**config.mk**
```make
export PLATFORM = sky130hd
export DESIGN_NAME = prbs_gen_sync
export DESIGN_NICKNAME = d
export VERILOG_FILES = /design/src/rtl/prbs_pkg.sv /design/src/rtl/prbs_step.sv /design/src/rtl/prbs_gen_sync.sv
export SDC_FILE = /design/constraint.sdc
export NUM_CORES = 1
export LEC_CHECK = 0
export ABC_AREA = 1
export CORE_MARGIN = 2
export CORE_UTILIZATION = 40
export DETAILED_ROUTE_END_ITERATION = 10
export DONT_BUFFER_PORTS = 1
export PLACE_DENSITY = 0.59
export SETUP_SLACK_MARGIN = 0.5
export SYNTH_ARGS = -nofsm -noshare
export SYNTH_HDL_FRONTEND = slang
export SYNTH_SLANG_ARGS = --single-unit
```
**constraint.sdc**
```tcl
create_clock -name clk -period 1.34 [get_ports clk]
set_input_delay 0.268 -clock clk [delete_from_list [all_inputs] [get_ports clk]]
set_output_delay 0.268 -clock clk [all_outputs]
set_load 0.005 [all_outputs]
```
**src/rtl/prbs_pkg.sv**
```systemverilog
// prbs_pkg: shared definitions for the ETROC PRBS test-pattern generator.
//   - mode encodings for the data_out selector
//   - default LFSR seed and frame period (one LHC orbit = 3564 bunch clocks)
//   - clog2 helper used to size the in-frame phase counter
package prbs_pkg;

  // Output mode encodings
  localparam logic [1:0] MODE_PRBS     = 2'd0;
  localparam logic [1:0] MODE_PHASE    = 2'd1;
  localparam logic [1:0] MODE_FIXED    = 2'd2;
  localparam logic [1:0] MODE_PRBS_INV = 2'd3;

  // Defaults for the generator
  localparam logic [16:0] DEFAULT_SEED   = 17'h0AAAA;
  localparam int          DEFAULT_PERIOD = 3564;

  // Number of bits needed to count 0..value-1, never less than 1
  function automatic int clog2(input int value);
    int width;
    int v;
    width = 0;
    v = value - 1;
    while (v > 0) begin
      width = width + 1;
      v = v >> 1;
    end
    if (width < 1) width = 1;
    return width;
  endfunction

endpackage

```
**src/rtl/prbs_step.sv**
```systemverilog
// prbs_step: purely combinational multi-bit Fibonacci LFSR advance.
// Shifts the LFSR OUT_W times in one clock; each shift inserts
// r[TAP_A] ^ r[TAP_B] at the top and that same bit becomes the next
// output bit, LSB first. Shared with the matching PRBS checker.
// Ports:
//   r      : current LFSR state
//   next_r : state after OUT_W shifts
//   word   : the OUT_W feedback bits, bit 0 produced first
module prbs_step #(
  parameter int LFSR_W = 17,
  parameter int OUT_W  = 16,
  parameter int TAP_A  = 3,
  parameter int TAP_B  = 0
) (
  input  logic [LFSR_W-1:0] r,
  output logic [LFSR_W-1:0] next_r,
  output logic [OUT_W-1:0]  word
);

  // One generate stage per output bit; each stage owns its own wires so
  // the ripple from stage to stage is a plain chain of distinct nets.
  for (genvar i = 0; i < OUT_W; i++) begin : g_stage
    logic [LFSR_W-1:0] c_in;
    logic [LFSR_W-1:0] c_out;
    logic              fb;

    if (i == 0) begin : g_first
      assign c_in = r;
    end else begin : g_next
      assign c_in = g_stage[i-1].c_out;
    end

    assign fb      = c_in[TAP_A] ^ c_in[TAP_B];
    assign c_out   = {fb, c_in[LFSR_W-1:1]};
    assign word[i] = fb;
  end

  assign next_r = g_stage[OUT_W-1].c_out;

endmodule

```
**src/rtl/prbs_gen_sync.sv**
```systemverilog
// prbs_gen_sync: orbit-aligned LFSR test-pattern generator for the ETROC
// readout path. Every clock it emits an OUT_W-bit word (bit 0 serialized
// first) and restarts from SEED every PERIOD clocks or on a bunch-counter
// reset, so the pattern stays locked to the LHC orbit.
// Ports:
//   clk          : 40 MHz clock
//   reset        : asynchronous, active-low reset
//   dis          : freeze all state and outputs while high
//   bcr          : single-cycle bunch-counter reset (realigns the frame)
//   enableBCID   : BCID counter runs when high, holds when low
//   bcid_preset  : BCID value loaded on bcr
//   mode         : 0 PRBS, 1 phase count, 2 FIXED, 3 inverted PRBS
//   data_out     : registered pattern word
//   BCID         : bunch-crossing counter
//   frame_start  : strobe aligned with the first word of every frame
module prbs_gen_sync
  import prbs_pkg::*;
#(
  parameter int                LFSR_W = 17,
  parameter int                OUT_W  = 16,
  parameter int                TAP_A  = 3,
  parameter int                TAP_B  = 0,
  parameter logic [LFSR_W-1:0] SEED   = DEFAULT_SEED,
  parameter int                PERIOD = DEFAULT_PERIOD,
  parameter int                BCID_W = 12,
  parameter logic [OUT_W-1:0]  FIXED  = 16'hA5C3
) (
  input  logic              clk,
  input  logic              reset,
  input  logic              dis,
  input  logic              bcr,
  input  logic              enableBCID,
  input  logic [BCID_W-1:0] bcid_preset,
  input  logic [1:0]        mode,
  output logic [OUT_W-1:0]  data_out,
  output logic [BCID_W-1:0] BCID,
  output logic              frame_start
);

  localparam int PHASE_W = clog2(PERIOD);

  localparam logic [PHASE_W-1:0] PHASE_LAST = PHASE_W'(PERIOD - 1);
  localparam logic [BCID_W-1:0]  BCID_LAST  = BCID_W'(PERIOD - 1);

  logic [LFSR_W-1:0]  r;
  logic [LFSR_W-1:0]  next_r;
  logic [OUT_W-1:0]   word;
  logic [OUT_W-1:0]   mode_word;
  logic [PHASE_W-1:0] phase;
  logic               phase_wrap;
  logic               frame_restart;
  logic [BCID_W-1:0]  bcid_inc;

  prbs_step #(
    .LFSR_W (LFSR_W),
    .OUT_W  (OUT_W),
    .TAP_A  (TAP_A),
    .TAP_B  (TAP_B)
  ) u_step (
    .r      (r),
    .next_r (next_r),
    .word   (word)
  );

  assign phase_wrap    = (phase == PHASE_LAST);
  assign frame_restart = bcr | phase_wrap;

  // BCID saturates into a wrap at PERIOD-1; an out-of-range preset also
  // falls into this branch and returns to 0 on the following step.
  assign bcid_inc = (BCID >= BCID_LAST) ? '0 : BCID + BCID_W'(1);

  // Output word selection; built from the pre-update state so the word
  // for r appears one clock after r is current.
  always_comb begin
    mode_word = word;
    unique case (mode)
      MODE_PRBS:     mode_word = word;
      MODE_PHASE:    mode_word = OUT_W'(phase);
      MODE_FIXED:    mode_word = FIXED;
      MODE_PRBS_INV: mode_word = ~word;
      default:       mode_word = word;
    endcase
  end

  // LFSR state and in-frame phase; a bcr or end of frame reloads SEED.
  always_ff @(posedge clk or negedge reset) begin
    if (!reset) begin
      r     <= SEED;
      phase <= '0;
    end else if (!dis) begin
      if (frame_restart) begin
        r     <= SEED;
        phase <= '0;
      end else begin
        r     <= next_r;
        phase <= phase + PHASE_W'(1);
      end
    end
  end

  // Registered outputs; frame_start marks the word computed from SEED,
  // which is exactly the clock after phase was 0.
  always_ff @(posedge clk or negedge reset) begin
    if (!reset) begin
      data_out    <= '0;
      frame_start <= 1'b0;
    end else if (!dis) begin
      data_out    <= mode_word;
      frame_start <= (phase == '0);
    end
  end

  // Bunch-crossing counter; bcr loads the preset instead of advancing.
  always_ff @(posedge clk or negedge reset) begin
    if (!reset) begin
      BCID <= '0;
    end else if (!dis && enableBCID) begin
      if (bcr) begin
        BCID <= bcid_preset;
      end else begin
        BCID <= bcid_inc;
      end
    end
  end

endmodule

```
---- Yosys cells after proc, flatten, opt, wreduce, memory -nomap -nowiden ----
Cells that the tools add are included.
word-level totals
  register bits after elaboration ......... 58
  input bits .............................. 19
  output and inout port bits .............. 29
  logic and storage cells ................. 39
cells by class
  $add $sub $neg .......................... 2
  magnitude comparators ................... 1
  equality and inequality tests ........... 4
  mux-type cells .......................... 5
  bitwise logic cells ..................... 18
  reductions and logical operators ........ 4
operators by type and width
  cell                     count
  $pmux W16 S4             1
  $mux W12                 3
  $add A12 B1 Y12 const B  2
  $mux W17                 1
  $not A16 Y16             1
  $xor A1 B1 Y1            16
  $eq A12 B12 Y1 const B   1
  $ge A12 B12 Y1 const B   1
  $logic_not A12 Y1        1
  $eq A2 B2 Y1 const B     2
  $eq A2 B1 Y1 const B     1
  $logic_not A2 Y1         1
  $logic_and A1 B1 Y1      1
  $logic_not A1 Y1         1
  $or A1 B1 Y1             1

---- Longest topological paths before layout ----
  word-level depth ........................ 4
  mapped depth ............................ 9
  gate-level depth less buffers ........... 9

---- Modules after synthesis ----
Synthesis repeated with hierarchy kept, for this count alone.
second synthesis, totals
  cells, all modules ...................... 470
  area, all modules ....................... 3,517.1 um^2
modules (own cells, without submodules)
  module         instances  cells each  area an instance (um^2)  seq. area each (um^2)
  prbs_gen_sync  1          403         3,071.7                  1,461.4
  prbs_step      1          67          445.4                    0.0

---- Least setup slack after synthesis ----
OpenSTA, ideal clock, no wires.
  path kind ............................... reg-to-reg
  from .................................... reg BCID[0]
  to ...................................... reg BCID[5]
  library setup time ...................... 77 ps
  arrival time ............................ 1,295 ps
  data required time ...................... 1,263 ps
  path slack .............................. -32 ps
  stages on the path, launching flop included .. 8
  buffers on the path ..................... 1
  clock period less this slack ............ 1,372 ps
  cells stage by stage .................... dfrtp_1 ha_1 nor2_1 o21bai_1 a21oi_2 buf_4 nand2_1 a21oi_1
on the way
  cells in the longest elaborated chain, start to end .. 3
  elaborated cells between the ends (all ways) .. 4
  classes of those cells .................. 1 x add/sub; 1 x order compare; 2 x mux
ends and longest elaborated chain
  element                                            RTL line              source
  from (decl)                                        prbs_gen_sync.sv:36   output logic [BCID_W-1:0] BCID,
  from (signal assigned)                             prbs_gen_sync.sv:119  BCID <= bcid_preset;
  from (signal assigned)                             prbs_gen_sync.sv:121  BCID <= bcid_inc;
  $add A12 B1 Y12 or $ge A12 B12 Y1 (tied branches)  prbs_gen_sync.sv:70   assign bcid_inc = (BCID >= BCID_LAST) ? '0 : BCID + BCID_W'(1);
  $mux W12 (*)                                       prbs_gen_sync.sv:70
  $mux W12 (*)                                       prbs_gen_sync.sv:118  if (bcr) begin
Mark *: on every way between the ends. The rest lies on a longest branch, timed or not.
A chain may end at the register's enable or synchronous reset.

---- Worst setup path after layout ----
  from .................................... reg phase[1]
  to ...................................... reg phase[4]
on the way
  cells in the longest elaborated chain, start to end .. 3
  elaborated cells between the ends (all ways) .. 4
  classes of those cells .................. 1 x add/sub; 1 x eq/ne; 1 x mux; 1 x bitwise
ends and longest elaborated chain
  element                                                                  RTL line             source
  from (decl)                                                              prbs_gen_sync.sv:49  logic [PHASE_W-1:0] phase;
  from (signal assigned)                                                   prbs_gen_sync.sv:96  phase <= phase + PHASE_W'(1);
  parallel branches: the longest is 2 deep, another holds $add A12 B1 Y12  --
  $mux W12 (*)                                                             prbs_gen_sync.sv:91  if (frame_restart) begin
Mark *: on every way between the ends.

==> summary.txt <==
Status
  – Outcome: finished with violations
  – Violated checks: hold timing, setup timing

Power and ir drop
  – Pleak: just under 0.002 uW
  – Logic pwr share: 35.7%
  – Power Density: 1460 mW/mm^2
  – Maximum VDD drop: 703 uV
  – Switching Share: between 30% and 40%
  – Clk pwr share: between 20% and 30%
  – Flop pwr share: 41.7%
  – Cell-internal power: roughly 4000 uW
  – P_sw: approximately 2200 uW

Yosys
  – Top_reg_cell synth: dfrtp_1
  – Post-synth EDFFs: 0
  – Synth Warn #: 0
  – Post-synth top cells: nand2_1 (112), dfrtp_1 (50), nor2_1 (48), inv_1 (39), a21oi_1 (32)
  – Flops & latches, synth: 58
  – Yosys cell types: 35
  – Seq/Total Area, Yosys: a little under half
  – Post-synth top area share: slightly below 40%
  – Synth top area cells: dfrtp_1 (39%), nand2_1 (13%), dfstp_2 (6.5%), nor2_1 (5.5%), a21oi_1 (4.9%)
  – Post-Syn Instances: 421
  – Cell Area, Synth: 0.00325 sq mm
  – Syn Area/Cell: 7.71 sq um
  – Synth async-reset ratio: 100%
  – Biggest area consumer among synthesized cells: dfrtp_1
  – Count leader, synth: nand2_1
  – Syn nets: 443

Global route
  – Initial antenna violation count: 0
  – First-pass GRT wire length: between 10 and 15 mm
  – Largest net degree at the start of global routing: 59
  – All-Layer GR Usage: 21.0%
  – Number of global-route vias before repair: 2,901
  – Total gr overflow: 0

Die
  – Row cnt: 32
  – Num ports: 48
  – Core area: 0.00781 sq mm
  – Die area: roughly 0.009 sq mm
  – Initial Util: 41.6%
  – Die outline height: 94.1 um
  – Die Wd: 94.1 um

STA
  – Layout Skew: 0.00701 ns
  – Tightest hold margin: -0.374 ns
  – Min cycle time layout: 1.35 ns
  – Setup TNS: -0.0552 ns
  – Fin. Hold Viols: 58
  – Worst slew pin tran: 0.410 ns
  – Fin crit share: 101%
  – Fmax: 0.738 GHz
  – Setup violators final: 6
  – RSZ-0062 raised after global routing: true
  – PnR worst setup slack: -0.0142 ns
  – Rel. slew slack: 72.7%
  – Pins Over Slew Limit: 0

Critical path
  – Delay of the slowest critical-path stage: 0.37 ns
  – Buf/Inv on CP: 1
  – Critical-path maximum fanout: 6
  – WP data arrival: around 1.6 ns
  – Family with the most delay on the worst path: simple AND/OR/NAND/NOR gates
  – CP Cell Sequence: ha_2, nand2_1, nor2_1, nand3_1, nand2_4, nand2_4, inv_4, nor2_1
  – CP startpoint kind: flop
  – CP max stage cell: dfrtp_1
  – WP data required: 1.56 ns
  – Crit. End Element: flop
  – Crit path kind: reg2reg

Placement
  – DP Wirelength: 6.08 mm
  – Placed cell area: 0.00363 sq mm
  – Port Buffer Count: 0
  – Placer Congestion: 0.843

Clocking
  – TritonCTS Buffers: 9
  – Worst skew pair latency: ~0.34 ns
  – CTS tree: yes
  – Clock H-tree levels: 3
  – Clock buffer depth: 2
  – CTS Sinks: between 50 and 60
  – Root Driver: clkbuf_8
  – Clock-pin slew on the worst setup and hold paths: ~0.070 ns

Job
  – Max-Cap Viols: 0

Finish
  – # nets final: 488
  – Util after Layout: between 50% and 60%
  – Fraction of layout cells with a size suffix above 1: 33.1%
  – Area growth syn-to-layout: 31.9%
  – # diodes: 0
  – Final instance area: 0.00428 sq mm

Drt
  – DRC errors left: 0
  – Routed vias/inst: 5.09
  – Post-Route WL: 8.79 mm
  – DR vias: 2,915
  – Pre-antenna DRT Iters: 4
  – Average wire per standard cell: 15.3 um
  – 1st-iter DRT viols: 120
  – ANT nets after route: 0

Hold path
  – Hold Path Class: in2async
path summary, 6_finish.rpt:
| check | startpoint | endpoint | slack (ns) | depth (start not counted) |
|---|---|---|---|---|
| max reg2reg | phase[1]$_DFFE_PN0N_ | phase[4]$_DFFE_PN0N_ | -0.01 | 8 |
| min in group clk | dis | data_out[12]$_DFFE_PN0N_ | 0.03 | 1 |
| min | reset | r[10]$_DFFE_PN0N_ | -0.37 | 0 |
| min reg2reg | data_out[15]$_DFFE_PN0N_ | data_out[15]$_DFFE_PN0N_ | 0.51 | 2 |
| max | phase[1]$_DFFE_PN0N_ | phase[4]$_DFFE_PN0N_ | -0.01 | 8 |
| max in group asynchronous | reset | r[13]$_DFFE_PN1N_ | 1.51 | 0 |
cells in the final DEF (no fill, tap or decap), types with 10 or more instances in the layout:
master    instances
a21oi_1          22
a21oi_2          11
buf_4            31
buf_6            15
clkbuf_8         10
dfrtp_1          46
inv_1            31
nand2_1          98
nand2_2          14
nand3_1          12
nor2_1           47
o21ai_1          20
registers in the layout (all words and copies together) (netlist names):
name	cells
BCID	12
data_out	16
frame_start	1
phase	12
r	17
metal layers:
| layer | vias to the layer above | GRT usage (%) | wire length [um] |
|---|---|---|---|
| li1 | 1451 | - | - |
| met1 | 1386 | 26.7 | 3930 |
| met2 | 64 | 33.7 | 4150 |
| met3 | 14 | 5.54 | 518 |
| met4 | 0 | 9.30 | 186 |
| met5 | - | 0 | 0 |
worst reg2reg max path, stage by stage (launching register included):
cell and delay (ns):
dfrtp_1 0.37, ha_2 0.20, nand2_1 0.05, nor2_1 0.10, nand3_1 0.12, nand2_4 0.16
nand2_4 0.10, inv_4 0.10, nor2_1 0.04
layout make-up:
class,count,area [sq um]
multi-input cells,308,1940
clock buffers,13,149
clock inverters,3,15.0
repair buffers,47,422
well taps,102,128
fillers,747,3520
flip-flops and latches,58,1470
inverters,42,165
stage by stage:
stage	cells	setup WS, ns	power (uW)
finish	573	-0.0142	6270
global route	573	-0.0975	6670
CTS	564	-0.00814	5930
detailed placement	538	-0.0166	4130
global placement	538	0.0192	4090
floorplan	421	0.0553	3690
power groups by stage:
stage | combinational, uW | sequential [uW] | clock [uW]
after global placement | 1530 | 2560 | 0
after floorplan | 1170 | 2520 | 0
after detailed placement | 1560 | 2570 | 0
final | 2240 | 2620 | 1420
after global routing | 2460 | 2670 | 1530
after CTS | 1910 | 2570 | 1450
kinds of logic after synthesis:
family	after synthesis	share of synthesized area (%)
simple gates	204	27.5
compound gates	79	13.8
xor+xnor	22	5.93
buf+inv	55	6.67
flops	58	45.0
fa+ha+maj	3	1.16
what timing repair did:
action / in CTS / in global routing
setup buffers: 10 / 9
pin swaps: 18 / 18
hold endpoints to repair: 58 / 58
endpoints found under the setup margin: 87 / 87
gates resized for setup: 52 / 27
No activity file was read; power rests on OpenSTA's default activity.
